`src/rtl/mul_div_unit.sv`:
```
// Iterative WIDTH-bit unsigned multiply (shift-add) / divide (restoring) unit.
// Latency: START accepted at edge k -> BUSY after edges k..k+WIDTH-1 -> DONE after edge k+WIDTH.
// Backpressure: none; START is honoured only in IDLE/DONE and dropped while BUSY.
// Ports:
//   CLK, RESET           clock, asynchronous active-high reset
//   START, OP[1:0]       request and operation (00 MUL_LO, 01 MUL_HI, 10 DIV_Q, 11 DIV_R)
//   DATA1, DATA2         multiplicand/dividend, multiplier/divisor (latched on accept)
//   RESULT, DIVZERO      result and divide-by-zero flag, updated on the CALC->DONE edge
//   BUSY, DONE           CALC state indicator, one-cycle completion pulse
module mul_div_unit #(
  parameter int WIDTH = 8
) (
  input  logic             CLK,
  input  logic             RESET,
  input  logic             START,
  input  logic [1:0]       OP,
  input  logic [WIDTH-1:0] DATA1,
  input  logic [WIDTH-1:0] DATA2,
  output logic [WIDTH-1:0] RESULT,
  output logic             BUSY,
  output logic             DONE,
  output logic             DIVZERO
);

  localparam int CW = $clog2(WIDTH) + 1;
  localparam logic [CW-1:0] LAST_STEP = CW'(WIDTH - 1);

  localparam logic [1:0] S_IDLE = 2'd0;
  localparam logic [1:0] S_CALC = 2'd1;
  localparam logic [1:0] S_DONE = 2'd2;

  logic [1:0]       state_q,   state_d;
  logic [CW-1:0]    cnt_q,     cnt_d;
  logic [1:0]       op_q,      op_d;
  // acc: product high half (multiply) or remainder with guard bit (divide).
  logic [WIDTH:0]   acc_q,     acc_d;
  // lo: multiplier shifting out / product low half, or dividend shifting out / quotient.
  logic [WIDTH-1:0] lo_q,      lo_d;
  // opd: multiplicand (multiply) or divisor (divide).
  logic [WIDTH-1:0] opd_q,     opd_d;
  logic [WIDTH-1:0] result_q,  result_d;
  logic             divzero_q, divzero_d;

  logic [WIDTH:0]   sum;
  logic [WIDTH:0]   shifted;
  logic [WIDTH:0]   acc_step;
  logic [WIDTH-1:0] lo_step;

  // One iteration of the selected algorithm on the current register contents.
  always_comb begin
    sum      = {1'b0, acc_q[WIDTH-1:0]} + (lo_q[0] ? {1'b0, opd_q} : '0);
    shifted  = {acc_q[WIDTH-1:0], lo_q[WIDTH-1]};
    acc_step = acc_q;
    lo_step  = lo_q;
    if (op_q[1]) begin
      // Restoring divide: a zero divisor always subtracts, giving all-ones
      // quotient and remainder equal to the dividend without special casing.
      if (shifted >= {1'b0, opd_q}) begin
        acc_step = shifted - {1'b0, opd_q};
        lo_step  = {lo_q[WIDTH-2:0], 1'b1};
      end else begin
        acc_step = shifted;
        lo_step  = {lo_q[WIDTH-2:0], 1'b0};
      end
    end else begin
      // Right-shift shift-add: the carry out of the add drops into the high half.
      acc_step = {1'b0, sum[WIDTH:1]};
      lo_step  = {sum[0], lo_q[WIDTH-1:1]};
    end
  end

  always_comb begin
    state_d   = state_q;
    cnt_d     = cnt_q;
    op_d      = op_q;
    acc_d     = acc_q;
    lo_d      = lo_q;
    opd_d     = opd_q;
    result_d  = result_q;
    divzero_d = divzero_q;
    case (state_q)
      S_IDLE, S_DONE: begin
        if (START) begin
          state_d = S_CALC;
          cnt_d   = '0;
          op_d    = OP;
          acc_d   = '0;
          lo_d    = OP[1] ? DATA1 : DATA2;
          opd_d   = OP[1] ? DATA2 : DATA1;
        end else begin
          state_d = S_IDLE;
        end
      end
      S_CALC: begin
        acc_d = acc_step;
        lo_d  = lo_step;
        cnt_d = cnt_q + CW'(1);
        if (cnt_q == LAST_STEP) begin
          state_d = S_DONE;
          // MUL_LO/DIV_Q live in lo, MUL_HI/DIV_R live in acc: OP[0] selects.
          result_d  = op_q[0] ? acc_step[WIDTH-1:0] : lo_step;
          divzero_d = op_q[1] && (opd_q == '0);
        end
      end
      default: state_d = S_IDLE;
    endcase
  end

  always_ff @(posedge CLK or posedge RESET) begin
    if (RESET) begin
      state_q   <= S_IDLE;
      cnt_q     <= '0;
      op_q      <= '0;
      acc_q     <= '0;
      lo_q      <= '0;
      opd_q     <= '0;
      result_q  <= '0;
      divzero_q <= 1'b0;
    end else begin
      state_q   <= state_d;
      cnt_q     <= cnt_d;
      op_q      <= op_d;
      acc_q     <= acc_d;
      lo_q      <= lo_d;
      opd_q     <= opd_d;
      result_q  <= result_d;
      divzero_q <= divzero_d;
    end
  end

  assign RESULT  = result_q;
  assign DIVZERO = divzero_q;
  assign BUSY    = (state_q == S_CALC);
  assign DONE    = (state_q == S_DONE);

endmodule
```
`config.mk`:
```
export PLATFORM = sky130hd
export DESIGN_NAME = mul_div_unit
export DESIGN_NICKNAME = d
export VERILOG_FILES = /design/src/rtl/mul_div_unit.sv
export SDC_FILE = /design/constraint.sdc
export NUM_CORES = 1
export LEC_CHECK = 0
export ABC_AREA = 1
export ABC_CLOCK_PERIOD_IN_PS = 3000
export BUFFER_PORTS_ARGS = -buffer_cell sky130_fd_sc_hd__clkbuf_2
export CAP_MARGIN = 20
export CORE_AREA = 2 2 75 77
export CTS_CLUSTER_SIZE = 24
export DETAILED_ROUTE_END_ITERATION = 16
export DIE_AREA = 0 0 77 79
export PLACE_DENSITY = 0.78
export SLEW_MARGIN = 20
export SYNTH_ARGS = -nofsm -noshare
export SYNTH_HDL_FRONTEND = slang
export SYNTH_SLANG_ARGS = --single-unit
```
`constraint.sdc`:
```
create_clock -name CLK -period 3 [get_ports CLK]
set_clock_uncertainty 0.15 [all_clocks]
set_input_delay 0.6 -clock CLK [delete_from_list [all_inputs] [get_ports CLK]]
set_output_delay 0.6 -clock CLK [all_outputs]
set_load 0.005 [all_outputs]
```
==> flow_summary.ini <==
[status]
run_status = finished clean

[yosys]
cell_types_with_the_largest_area_share_after_synthesis = sky130_fd_sc_hd__dfrtp_1, sky130_fd_sc_hd__nand2_1, sky130_fd_sc_hd__ha_1
synth_edf_count = 0
synth.top_cells.by_count = sky130_fd_sc_hd__nand2_1, sky130_fd_sc_hd__inv_1, sky130_fd_sc_hd__dfrtp_1
synth_area_per_cell_sq_um = 6.91
top_count_cell_post_synth = sky130_fd_sc_hd__nand2_1
synth.cell_area_sq_um = 3020
yosys_register_bits = 41
yosys_warnings = 0
synth_fp_nets = 477
netlist.top_cell.by_area = sky130_fd_sc_hd__dfrtp_1
ys_seq_area_share_pct = 34.0
dominantRegCellSynth = sky130_fd_sc_hd__dfrtp_1
synth.lib_cells_used.distinct = 35
yosys.area.top_type_share_pct = 34.0
async_reset_ff_share_pct = 100
postSynthCellCount = 437

[floorplanning]
die_area_sq_um = 6080
fp.coreArea_sq_um = 5340
die_h_um = 79
placement_rows = 27
initial_utilization_pct = 56.6
dieWidth_um = 77
num_io_pins = 32

[route]
drt_iter0_markers = 227
avgViaCountPerCell = 5.51
routed_wire_length_per_instance_um = 14.6
ant_nets = 0
drc = 0
drt_first_pass_iters = 5
detail_route.wirelength_um = 7840
vias = 2955

[critical_path]
regToRegEndpoint = RESULT[5]
critical_path.slowest_cell = sky130_fd_sc_hd__dfrtp_1
worst-r2r-cell-count = 14
worstPathRequired_ps = 3050
timing.setup.critical_path_class = flop to flop
worstSetupStartpointType = flop
cp.arrival_ps = 2400
timing.critical_path.to_type = flop
critical-path-max-stage-delay_ps = 520
ff2ff_setup_slack_ps = 650
critical-path-top-cell-by-count = sky130_fd_sc_hd__nand2_1
critical_path_peak_fanout = 10
timing.rr.start = lo_q[0]
critical_path.cell_chain = nand2_1, inv_1, ha_1, inv_1, fa_1, inv_1, nand3_1, nand2_1, a21oi_1, xor2_1, nand2_1, nand3_1, nand2_1, nand2_1

[place]
dpl.hpwl_um = 6130
placement.io_buffers = 31
dp_slack_ps = 670
place.gp.congestion = 0.936

[sta]
fmax_mhz = 426
final.min_clock_period_ps = 2350
totalNegativeSetupSlack_ps = 0
finalMaxSlewViolations = 0
final_min_period_over_clock_period_pct = 78.3
report.final.hold_viol_count = 0
finalSetupViolations = 0
rsz0062_at_grt = false
max_slew_headroom_pct = 51.2
worst_slack_ps = 650
worst-slew-pin-transition_ps = 732

[global_routing]
wire_length_of_the_first_global_routing_pass_um = 13400
grt_start_max_net_pins = 42
gr-usage-all-layers_pct = 28.2
globalRouteOverflowTotal = 0
first_global_vias = 2845
antenna_found_initial = 0

[clocking]
cts_resized = 0
clock_tree.htree_level_count = 2
post-cts-setup-buffer-count = 0
numCtsBuffers = 5
clockRootBuffer = sky130_fd_sc_hd__clkbuf_8
clock_tree.buffer_depth = 2
numClockSinks = 41
clk_latency_ps = 300
cts.hold.buffers_added = 0
clk_transition_reported_paths_ps = 90
cts_tree = built

[pwr]
leakagePower_nw = 1.85
ir_drop_mv = 0.570
power_density_nw_per_um2 = 1300

[final_layout]
antenna-diode-count = 0
num-nets-final = 503
n_fill_cell = 530
area_growth_pct = 10.3
layout-drive-gt1-share_pct = 12.1

[run]
drv.max_cap_violation_count = 0

[hold_path]
worst_hold_path_type = primary input to asynchronous set/reset pin
==> how the worst max path moves through the flow <==
stage,start,end,slack (ps)
after global placement,lo_q[0],RESULT[5],670
after CTS,lo_q[0],RESULT[5],660
final,lo_q[0],RESULT[5],650
after floorplan,lo_q[0],RESULT[5],820
after global routing,lo_q[0],RESULT[5],430
after detailed placement,lo_q[0],RESULT[5],670
==> per-layer routing <==
layer	vias to the layer above	wire length [um]	GRT usage, %
met3	20	385	3.64
met1	1378	3480	36.8
met5	-	0	0
li1	1466	-	-
met4	0	340	15.2
met2	91	3640	46.0
==> cells in the final DEF, fill, tap and decap left out, drive strengths merged, types with 2 or more instances in the layout <==
cell    instances
a21oi          13
a31oi           3
and2            2
buf             3
clkbuf         36
clkinv          2
dfrtp          41
fa              2
ha             17
inv            59
mux2i           3
nand2         144
nand3          39
nand3b          2
nand4           7
nor2           35
o21ai          27
o221ai          3
o22ai           8
o311ai          4
or2             3
xnor2           2
xor2            5
==> per-stage QoR <==
stage               hold WS [ps]  std cells  cell area, sq um  util, %  power (mW)
global placement             307        528              3220     60.3        3.76
CTS                          256        536              3330     62.4        4.29
detailed placement           314        528              3220     60.3        3.82
global route                 308        536              3330     62.4        4.78
floorplan                    291        437              3020        -        3.14
finish                       233        536              3330     62.4        4.33
==> where the power goes <==
part	total (mW)	switching [mW]	internal (mW)	leakage, nW
Sequential	1.08	0.257	0.823	0.505
Combinational	2.79	1.79	1.00	1.29
Clock	0.458	0.209	0.249	0.0585
==> cell type report <==
type	instances	area (sq um)	area share [%]
flip-flops and latches	41	1030	30.8
well taps	72	90.1	2.70
clock buffers	5	68.8	2.07
clock inverters	3	43.8	1.31
multi-input cells	322	1700	51.1
repair buffers	34	178	5.33
inverters	59	221	6.65
==> cell families (layout without fill, tap and decap cells) <==
logic type      Yosys count  after routing  synth area share, %
compound gates           60             60                 11.6
simple gates            233            233                 33.4
flops                    41             41                 34.0
fa+ha+maj                19             19                 8.36
buf+inv                  74            101                 9.65
mux                       3              3                0.994
xor+xnor                  7              7                 2.03
==> worst max-delay path, delay by kind of cell (launching register included) <==
family,cells,cell delay (ps)
buffers and inverters,3,220
DFF,1,520
and+or+nand+nor,7,630
adders and majority gates,2,500
xor gates and xnor gates,1,140
AOI/OAI and AO/OA,1,90
==> sequential cells by signal, summed over array words and instances, names as in the netlist <==
signal	count
RESULT	8
acc_q	8
lo_q	8
opd_q	8
cnt_q	4
op_q	2
state_q	2
DIVZERO	1
Power figures use the tool's default switching activity.
